`src/rtl/riscv_fpu_issue_ctrl_if.sv`:
```
// Bus bundle between the FP issue controller, the integer pipeline front end,
// the FP execution unit and the register-file writeback port.
interface riscv_fpu_issue_ctrl_if #(
  parameter int unsigned XLEN = 64
);

  // Decoded instruction handshake
  logic            instr_valid;
  logic            instr_ready;
  logic [2:0]      instr_op;
  logic [2:0]      instr_funct3;
  logic [6:0]      instr_funct7;
  logic            instr_is_double;
  logic [4:0]      instr_rd;
  logic [XLEN-1:0] instr_rs1;
  logic [XLEN-1:0] instr_rs2;
  logic [XLEN-1:0] instr_rs3;

  // FPU request / response
  logic            fpu_enable;
  logic [2:0]      fpu_op;
  logic [2:0]      fpu_funct3;
  logic [6:0]      fpu_funct7;
  logic            fpu_is_double;
  logic [XLEN-1:0] fpu_rs1;
  logic [XLEN-1:0] fpu_rs2;
  logic [XLEN-1:0] fpu_rs3;
  logic [XLEN-1:0] fpu_result;
  logic            fpu_ready;
  logic [4:0]      fpu_flags;

  // Register-file writeback handshake
  logic            wb_valid;
  logic            wb_ready;
  logic [4:0]      wb_rd;
  logic            wb_to_int;
  logic [XLEN-1:0] wb_data;

  // Controller side
  modport master (
    input  instr_valid, instr_op, instr_funct3, instr_funct7, instr_is_double, instr_rd,
    input  instr_rs1, instr_rs2, instr_rs3,
    output instr_ready,
    output fpu_enable, fpu_op, fpu_funct3, fpu_funct7, fpu_is_double,
    output fpu_rs1, fpu_rs2, fpu_rs3,
    input  fpu_result, fpu_ready, fpu_flags,
    output wb_valid, wb_rd, wb_to_int, wb_data,
    input  wb_ready
  );

  // Pipeline / FPU / register-file side
  modport slave (
    output instr_valid, instr_op, instr_funct3, instr_funct7, instr_is_double, instr_rd,
    output instr_rs1, instr_rs2, instr_rs3,
    input  instr_ready,
    input  fpu_enable, fpu_op, fpu_funct3, fpu_funct7, fpu_is_double,
    input  fpu_rs1, fpu_rs2, fpu_rs3,
    output fpu_result, fpu_ready, fpu_flags,
    input  wb_valid, wb_rd, wb_to_int, wb_data,
    output wb_ready
  );

endinterface

```
`src/rtl/riscv_fpu_issue_ctrl.sv`:
```
// Core-side FP issue controller: accepts a decoded FP instruction, resolves
// dynamic rounding, NaN-box-checks single operands, issues to the FPU with a
// response timeout, writes the result back and accrues sticky fflags.
module riscv_fpu_issue_ctrl #(
  parameter int unsigned XLEN           = 64,
  parameter int unsigned TIMEOUT_CYCLES = 16
) (
  input  logic                       clk,
  input  logic                       rst,
  riscv_fpu_issue_ctrl_if.master     bus,
  input  logic [2:0]                 frm,
  output logic [4:0]                 fflags,
  input  logic                       fflags_clr,
  output logic                       illegal_instr,
  output logic                       fpu_timeout,
  output logic                       busy
);

  localparam logic [2:0] OpMisc = 3'd5;
  localparam logic [2:0] OpCmp  = 3'd6;
  localparam logic [2:0] OpCvt  = 3'd7;

  localparam int unsigned CntW = (TIMEOUT_CYCLES > 2) ? $clog2(TIMEOUT_CYCLES) : 1;
  localparam logic [CntW-1:0] CntMax = CntW'(TIMEOUT_CYCLES - 1);

  localparam logic [XLEN-1:0] CanonNan = {{(XLEN-32){1'b1}}, 32'h7FC0_0000};

  typedef enum logic [1:0] {StIdle, StIssue, StWb} state_e;

  state_e          state_q;
  logic [2:0]      op_q;
  logic [2:0]      funct3_q;
  logic [6:0]      funct7_q;
  logic            is_double_q;
  logic [4:0]      rd_q;
  logic [XLEN-1:0] rs1_q, rs2_q, rs3_q;
  logic [XLEN-1:0] result_q;
  logic [4:0]      flags_q;
  logic [4:0]      fflags_q;
  logic            enable_q;
  logic            wb_valid_q;
  logic            illegal_q;
  logic            timeout_q;
  logic [CntW-1:0] cnt_q;

  logic            accept;
  logic            uses_rm;
  logic [2:0]      rm_res;
  logic            rm_bad;
  logic            commit;
  logic            to_int;

  // Single-precision operand not properly NaN-boxed becomes the canonical NaN
  function automatic logic [XLEN-1:0] box_chk(input logic [XLEN-1:0] v, input logic dbl);
    if (!dbl && (v[XLEN-1:32] != {(XLEN-32){1'b1}})) begin
      return CanonNan;
    end
    return v;
  endfunction

  // Accept decode, rounding-mode resolution and writeback formatting
  always_comb begin
    accept  = bus.instr_valid && (state_q == StIdle);
    uses_rm = (bus.instr_op != OpMisc) && (bus.instr_op != OpCmp);
    rm_res  = (uses_rm && (bus.instr_funct3 == 3'b111)) ? frm : bus.instr_funct3;
    rm_bad  = uses_rm && (rm_res >= 3'd5);
    commit  = wb_valid_q && bus.wb_ready;
    to_int  = (op_q == OpCmp) || ((op_q == OpCvt) && (funct7_q[6:2] == 5'b11000));
  end

  // Controller FSM with registered request, writeback and pulse outputs
  always_ff @(posedge clk) begin
    if (rst) begin
      state_q     <= StIdle;
      op_q        <= '0;
      funct3_q    <= '0;
      funct7_q    <= '0;
      is_double_q <= 1'b0;
      rd_q        <= '0;
      rs1_q       <= '0;
      rs2_q       <= '0;
      rs3_q       <= '0;
      result_q    <= '0;
      flags_q     <= '0;
      fflags_q    <= '0;
      enable_q    <= 1'b0;
      wb_valid_q  <= 1'b0;
      illegal_q   <= 1'b0;
      timeout_q   <= 1'b0;
      cnt_q       <= '0;
    end else begin
      illegal_q <= 1'b0;
      timeout_q <= 1'b0;
      // Clear and commit in one cycle leaves only the committed flags
      fflags_q  <= (fflags_clr ? 5'b0 : fflags_q) | (commit ? flags_q : 5'b0);
      case (state_q)
        StIdle: begin
          if (accept) begin
            if (rm_bad) begin
              illegal_q <= 1'b1;
            end else begin
              op_q        <= bus.instr_op;
              funct3_q    <= rm_res;
              funct7_q    <= bus.instr_funct7;
              is_double_q <= bus.instr_is_double;
              rd_q        <= bus.instr_rd;
              rs1_q       <= box_chk(bus.instr_rs1, bus.instr_is_double);
              rs2_q       <= box_chk(bus.instr_rs2, bus.instr_is_double);
              rs3_q       <= box_chk(bus.instr_rs3, bus.instr_is_double);
              cnt_q       <= '0;
              enable_q    <= 1'b1;
              state_q     <= StIssue;
            end
          end
        end
        StIssue: begin
          if (bus.fpu_ready) begin
            result_q   <= bus.fpu_result;
            flags_q    <= bus.fpu_flags;
            enable_q   <= 1'b0;
            wb_valid_q <= 1'b1;
            state_q    <= StWb;
          end else if (cnt_q == CntMax) begin
            enable_q  <= 1'b0;
            timeout_q <= 1'b1;
            state_q   <= StIdle;
          end else begin
            cnt_q <= cnt_q + 1'b1;
          end
        end
        StWb: begin
          if (bus.wb_ready) begin
            wb_valid_q <= 1'b0;
            state_q    <= StIdle;
          end
        end
        default: begin
          enable_q   <= 1'b0;
          wb_valid_q <= 1'b0;
          state_q    <= StIdle;
        end
      endcase
    end
  end

  // Output drive from registered state
  always_comb begin
    bus.instr_ready   = (state_q == StIdle);
    bus.fpu_enable    = enable_q;
    bus.fpu_op        = op_q;
    bus.fpu_funct3    = funct3_q;
    bus.fpu_funct7    = funct7_q;
    bus.fpu_is_double = is_double_q;
    bus.fpu_rs1       = rs1_q;
    bus.fpu_rs2       = rs2_q;
    bus.fpu_rs3       = rs3_q;
    bus.wb_valid      = wb_valid_q;
    bus.wb_rd         = rd_q;
    bus.wb_to_int     = to_int;
    // Integer-bound single results drop the NaN-box and sign-extend
    bus.wb_data       = (to_int && !is_double_q) ?
                        {{(XLEN-32){result_q[31]}}, result_q[31:0]} : result_q;
    fflags            = fflags_q;
    illegal_instr     = illegal_q;
    fpu_timeout       = timeout_q;
    busy              = (state_q != StIdle);
  end

endmodule

```
`src/flat_wrapper.sv`:
```
// flat-port wrapper written by rule: the top's interface ports become plain ports
module riscv_fpu_issue_ctrl_flat 
#(
  parameter int unsigned XLEN           = 64,
  parameter int unsigned TIMEOUT_CYCLES = 16
)
  (clk, rst, frm, fflags, fflags_clr, illegal_instr, fpu_timeout, busy, bus_instr_valid, bus_instr_op, bus_instr_funct3, bus_instr_funct7, bus_instr_is_double, bus_instr_rd, bus_instr_rs1, bus_instr_rs2, bus_instr_rs3, bus_instr_ready, bus_fpu_enable, bus_fpu_op, bus_fpu_funct3, bus_fpu_funct7, bus_fpu_is_double, bus_fpu_rs1, bus_fpu_rs2, bus_fpu_rs3, bus_fpu_result, bus_fpu_ready, bus_fpu_flags, bus_wb_valid, bus_wb_rd, bus_wb_to_int, bus_wb_data, bus_wb_ready);
  riscv_fpu_issue_ctrl_if #(.XLEN(XLEN)) bus_i ();
  input  logic clk;
  input  logic rst;
  input  logic [2:0] frm;
  output logic [4:0] fflags;
  input  logic fflags_clr;
  output logic illegal_instr;
  output logic fpu_timeout;
  output logic busy;
  input wire logic [$bits(bus_i.instr_valid)-1:0] bus_instr_valid;
  input wire logic [$bits(bus_i.instr_op)-1:0] bus_instr_op;
  input wire logic [$bits(bus_i.instr_funct3)-1:0] bus_instr_funct3;
  input wire logic [$bits(bus_i.instr_funct7)-1:0] bus_instr_funct7;
  input wire logic [$bits(bus_i.instr_is_double)-1:0] bus_instr_is_double;
  input wire logic [$bits(bus_i.instr_rd)-1:0] bus_instr_rd;
  input wire logic [$bits(bus_i.instr_rs1)-1:0] bus_instr_rs1;
  input wire logic [$bits(bus_i.instr_rs2)-1:0] bus_instr_rs2;
  input wire logic [$bits(bus_i.instr_rs3)-1:0] bus_instr_rs3;
  output wire logic [$bits(bus_i.instr_ready)-1:0] bus_instr_ready;
  output wire logic [$bits(bus_i.fpu_enable)-1:0] bus_fpu_enable;
  output wire logic [$bits(bus_i.fpu_op)-1:0] bus_fpu_op;
  output wire logic [$bits(bus_i.fpu_funct3)-1:0] bus_fpu_funct3;
  output wire logic [$bits(bus_i.fpu_funct7)-1:0] bus_fpu_funct7;
  output wire logic [$bits(bus_i.fpu_is_double)-1:0] bus_fpu_is_double;
  output wire logic [$bits(bus_i.fpu_rs1)-1:0] bus_fpu_rs1;
  output wire logic [$bits(bus_i.fpu_rs2)-1:0] bus_fpu_rs2;
  output wire logic [$bits(bus_i.fpu_rs3)-1:0] bus_fpu_rs3;
  input wire logic [$bits(bus_i.fpu_result)-1:0] bus_fpu_result;
  input wire logic [$bits(bus_i.fpu_ready)-1:0] bus_fpu_ready;
  input wire logic [$bits(bus_i.fpu_flags)-1:0] bus_fpu_flags;
  output wire logic [$bits(bus_i.wb_valid)-1:0] bus_wb_valid;
  output wire logic [$bits(bus_i.wb_rd)-1:0] bus_wb_rd;
  output wire logic [$bits(bus_i.wb_to_int)-1:0] bus_wb_to_int;
  output wire logic [$bits(bus_i.wb_data)-1:0] bus_wb_data;
  input wire logic [$bits(bus_i.wb_ready)-1:0] bus_wb_ready;
  assign bus_i.instr_valid = bus_instr_valid;
  assign bus_i.instr_op = bus_instr_op;
  assign bus_i.instr_funct3 = bus_instr_funct3;
  assign bus_i.instr_funct7 = bus_instr_funct7;
  assign bus_i.instr_is_double = bus_instr_is_double;
  assign bus_i.instr_rd = bus_instr_rd;
  assign bus_i.instr_rs1 = bus_instr_rs1;
  assign bus_i.instr_rs2 = bus_instr_rs2;
  assign bus_i.instr_rs3 = bus_instr_rs3;
  assign bus_instr_ready = bus_i.instr_ready;
  assign bus_fpu_enable = bus_i.fpu_enable;
  assign bus_fpu_op = bus_i.fpu_op;
  assign bus_fpu_funct3 = bus_i.fpu_funct3;
  assign bus_fpu_funct7 = bus_i.fpu_funct7;
  assign bus_fpu_is_double = bus_i.fpu_is_double;
  assign bus_fpu_rs1 = bus_i.fpu_rs1;
  assign bus_fpu_rs2 = bus_i.fpu_rs2;
  assign bus_fpu_rs3 = bus_i.fpu_rs3;
  assign bus_i.fpu_result = bus_fpu_result;
  assign bus_i.fpu_ready = bus_fpu_ready;
  assign bus_i.fpu_flags = bus_fpu_flags;
  assign bus_wb_valid = bus_i.wb_valid;
  assign bus_wb_rd = bus_i.wb_rd;
  assign bus_wb_to_int = bus_i.wb_to_int;
  assign bus_wb_data = bus_i.wb_data;
  assign bus_i.wb_ready = bus_wb_ready;
  riscv_fpu_issue_ctrl #(.XLEN(XLEN), .TIMEOUT_CYCLES(TIMEOUT_CYCLES)) u_core (.clk(clk), .rst(rst), .bus(bus_i), .frm(frm), .fflags(fflags), .fflags_clr(fflags_clr), .illegal_instr(illegal_instr), .fpu_timeout(fpu_timeout), .busy(busy));
endmodule
```
`config.mk`:
```
export PLATFORM = sky130hd
export DESIGN_NAME = riscv_fpu_issue_ctrl_flat
export DESIGN_NICKNAME = d
export VERILOG_FILES = /design/src/rtl/riscv_fpu_issue_ctrl_if.sv /design/src/rtl/riscv_fpu_issue_ctrl.sv /design/src/flat_wrapper.sv
export SDC_FILE = /design/constraint.sdc
export NUM_CORES = 1
export LEC_CHECK = 0
export ABC_AREA = 1
export CAP_MARGIN = 20
export CORE_AREA = 4 4 219 221
export DETAILED_ROUTE_END_ITERATION = 8
export DIE_AREA = 0 0 223 225
export HOLD_SLACK_MARGIN = 0.12
export PLACE_DENSITY = 0.62
export SKIP_CTS_REPAIR_TIMING = 1
export SYNTH_ARGS = -nofsm -noshare
export SYNTH_HDL_FRONTEND = slang
export SYNTH_SLANG_ARGS = --single-unit
```
`constraint.sdc`:
```
create_clock -name clk -period 4.3 [get_ports clk]
set_input_delay 0.645 -clock clk [delete_from_list [all_inputs] [get_ports clk]]
set_output_delay 0.645 -clock clk [all_outputs]
set_load 0.005 [all_outputs]
```
==> metrics.txt <==
status finished, final reports clean; largest vdd supply drop ~250 uV; largest family of logic cells by synthesized area simple AND/OR/NAND/NOR gates; CTS tree built; time the final worst path needs with I/O delays and setup between 3 and 4 ns; total CTS buffers 36; multiplexer share of the synthesized area 0; gate count of the mapped netlist around 1700; ratio of routed vias to standard cells ~4.6; cell at the root of the clock tree sky130_fd_sc_hd__clkbuf_16; number of max-cap violations 0; grt ovf 0; worst-case register-to-register setup slack around 1.8 ns; H-tree depth reported by CTS 2; maximum frequency from static timing analysis ~270 MHz; Die Footprint between 50000 and 60000 um^2; category of the worst setup path capture point output pin; Yosys top cell area share 0.484; power share of the sequential group 0.410; floorplan die width about 220 um; total negative setup slack 0 ns; leading post-synthesis cells by instance count sky130_fd_sc_hd__nand2_1, sky130_fd_sc_hd__dfxtp_1, sky130_fd_sc_hd__a21oi_1; total wirelength of the detailed-routed design between 40000 and 50000 um; y dimension of the die 225 um; pre-CTS WS roughly 1.1 ns; top cell type by total area after synthesis sky130_fd_sc_hd__dfxtp_1; primary flip-flop cell chosen by synthesis mapping sky130_fd_sc_hd__dfxtp_1; number of remaining DRC errors 0; total number of vias roughly 13000; fraction of power spent switching nets 0.259; initial antenna violation count 4; clock sinks around 300; global-route wire length before repair roughly 72000 um; post-synthesis adder-cell area fraction 0.00103; switching power of the nets 1900 uW; highest fanout seen on the critical path 32; cell with the most instances after synthesis sky130_fd_sc_hd__nand2_1; leakage power 0.00753 uW; Port Buffer Count 575; biggest area contributors in the synthesized netlist sky130_fd_sc_hd__dfxtp_1, sky130_fd_sc_hd__nand2_1, sky130_fd_sc_hd__a21oi_1; initial core utilization 0.264; total routing usage reported by global routing 0.178; terminus of the critical flop-to-flop path u_core.bus.fpu_rs1[1]; Critical Path Start Type flop; I/O pin cnt around 580; maximum clock path buffer count 3; average footprint of a synthesized cell just over 7 um^2; Syn Nets between 2000 and 2500; Worst Setup Path Type reg -> out; data arrival time of the critical path between 3 and 4 ns; Area growth syn-to-layout 58.2%; fraction of the cycle the final worst path needs 0.862; Syn Std Cell Area about 12000 um^2; power density normalized to cell area 381 nW/um^2; post-synthesis cell type count 27; routed wire length per instance roughly 17 um; max-slew violation count 0; cell row count 79; internal portion of total power around 5500 uW; fraction of final layout cells with drive strength greater than 1 0.0393; Core Box Area 46200 um^2; sequential fraction of the synthesis area 0.484; Slew HR 0.341; Least-Margin Pin Slew ~0.99 ns; CTS clk-pin slew, worst paths about 0.060 ns; antenna viol nets, final 0; #FFs+latches synth between 200 and 300; depth of the worst hold-timing path 2; clock latency of the later-clocked register in the worst-skew pair 0.53 ns; Hold Vio Cnt, Final 0; type of the tightest min-delay check reg -> reg; largest net degree at the start of global routing approximately 130; final critical-path setup slack 0.595 ns; number of flops mapped to enable cells by yosys 0; RSZ-0062 raised after global routing false; WP data required ~3.7 ns; smallest hold slack between 0.4 and 0.5 ns; R2R cell count 8; Post-Route Skew 0.0192 ns; post-synthesis share of cell area spent on and, or, nand and nor gates 0.235; Clock power frac 0.410; estimated wirelength of the detail-placed design about 35000 um; RD Place Congestion approximately 0.9; number of setup violations in the final report 0; FF-to-FF Start u_core.state_q[1]; synthesized-area fraction occupied by ao, oa, aoi and oai cells 0.152; Hold Path End u_core.result_q[49]; number of global-route vias before repair around 13000; Post-Synth XOR/XNOR Area 0.000718; fin nets roughly 2500; yosys warns 0; fill cell instance count of the final layout 4727; fraction of registers with async set/reset 0; Logic pwr share 0.180; Starting DRT DRC Count 621; worst hold path startpoint u_core.result_q[49]; detailed-routing iteration count for the pre-antenna-repair pass 5
[critical path, cell delays in order, from the launching register on]
cell and delay, ns:
sky130_fd_sc_hd__dfxtp_1 0.33, sky130_fd_sc_hd__inv_1 0.06, sky130_fd_sc_hd__nor3_1 0.12, sky130_fd_sc_hd__a31oi_1 0.17, sky130_fd_sc_hd__nor4_4 0.19, sky130_fd_sc_hd__nand2_1 0.59, sky130_fd_sc_hd__o21ai_0 0.47, sky130_fd_sc_hd__clkdlybuf4s50_1 0.60
[sequential cells by signal (all words and copies together) (netlist names)]
signal                    flops
u_core.bus.fpu_op             3
u_core.bus.fpu_funct7         7
u_core.illegal_instr          1
u_core.cnt_q                  4
u_core.bus.fpu_rs3           64
u_core.bus.wb_rd              5
u_core.state_q                2
u_core.flags_q                5
u_core.bus.wb_valid           1
u_core.fflags                 5
u_core.bus.fpu_rs2           64
u_core.bus.fpu_enable         1
u_core.bus.fpu_rs1           64
u_core.bus.fpu_is_double      1
u_core.fpu_timeout            1
u_core.bus.fpu_funct3         3
u_core.result_q              64
[cell type report]
type | count | area, um^2 | area share
Antenna cell | 3 | 7.51 | 0.000389
Clock buffer | 51 | 1060 | 0.0548
Clock inverter | 10 | 114 | 0.00590
Inverter | 195 | 737 | 0.0382
Multi-Input combinational cell | 1068 | 4770 | 0.247
Sequential cell | 295 | 5910 | 0.306
Tap cell | 607 | 759 | 0.0394
Timing Repair Buffer | 592 | 5950 | 0.308
[per-layer routing]
| metal | part of all wire | track usage |
|---|---|---|
| met5 | 0.00027 | 0 |
| met4 | 0.032 | 0.0712 |
| met3 | 0.11 | 0.0775 |
| met2 | 0.48 | 0.302 |
| met1 | 0.38 | 0.197 |
[worst max-delay path by stage]
stage / start / end / slack, ns / cells past startpoint
floorplan: u_core.bus.fpu_funct7[5] / bus_wb_data[33] / 2.30 / 7
global placement: bus_instr_op[1] / u_core.cnt_q[2] / 1.07 / 13
detailed placement: bus_instr_op[0] / u_core.cnt_q[2] / 1.07 / 13
CTS: u_core.bus.fpu_funct7[5] / bus_wb_data[34] / 0.62 / 7
global route: u_core.bus.fpu_funct7[5] / bus_wb_data[34] / 0.44 / 7
finish: u_core.bus.fpu_funct7[5] / bus_wb_data[34] / 0.59 / 7
[power groups by stage]
| stage | registers, uW | logic, uW | clock network (uW) |
|---|---|---|---|
| detailed placement | 3070 | 1330 | 0 |
| global placement | 3070 | 1320 | 0 |
| CTS | 3020 | 1340 | 3120 |
| floorplan | 3070 | 527 | 0 |
| finish | 3020 | 1320 | 3020 |
| global route | 3040 | 1450 | 3220 |
[cell families after synthesis]
kind of cell             after synthesis
buffers and inverters                348
AND/OR/NAND/NOR                      697
adder cells (fa/ha/maj)                1
AO/OA/AOI/OAI                        369
flip-flops                           295
XOR/XNOR                               1
[cell usage in the layout, fill, tap and decap left out, types with 8 or more instances in the layout]
cell and count:
sky130_fd_sc_hd__clkbuf_8 8, sky130_fd_sc_hd__nand2_1 491, sky130_fd_sc_hd__inv_1 191, sky130_fd_sc_hd__a21oi_1 274, sky130_fd_sc_hd__clkbuf_16 37, sky130_fd_sc_hd__nor2_1 50, sky130_fd_sc_hd__dfxtp_1 295, sky130_fd_sc_hd__clkdlybuf4s50_1 574
sky130_fd_sc_hd__buf_4 12, sky130_fd_sc_hd__o21ai_0 87, sky130_fd_sc_hd__nand4_1 28, sky130_fd_sc_hd__nand3_1 112
[stage by stage]
stage | util | area (um^2) | power [uW] | instances
finish | 0.418 | 19300 | 7360 | 2821
CTS | 0.418 | 19300 | 7480 | 2818
global placement | 0.393 | 18100 | 4390 | 2757
global route | 0.418 | 19300 | 7700 | 2821
detailed placement | 0.393 | 18100 | 4410 | 2757
floorplan | - | 12200 | 3600 | 1711
No activity file was read; power rests on OpenSTA's default activity.
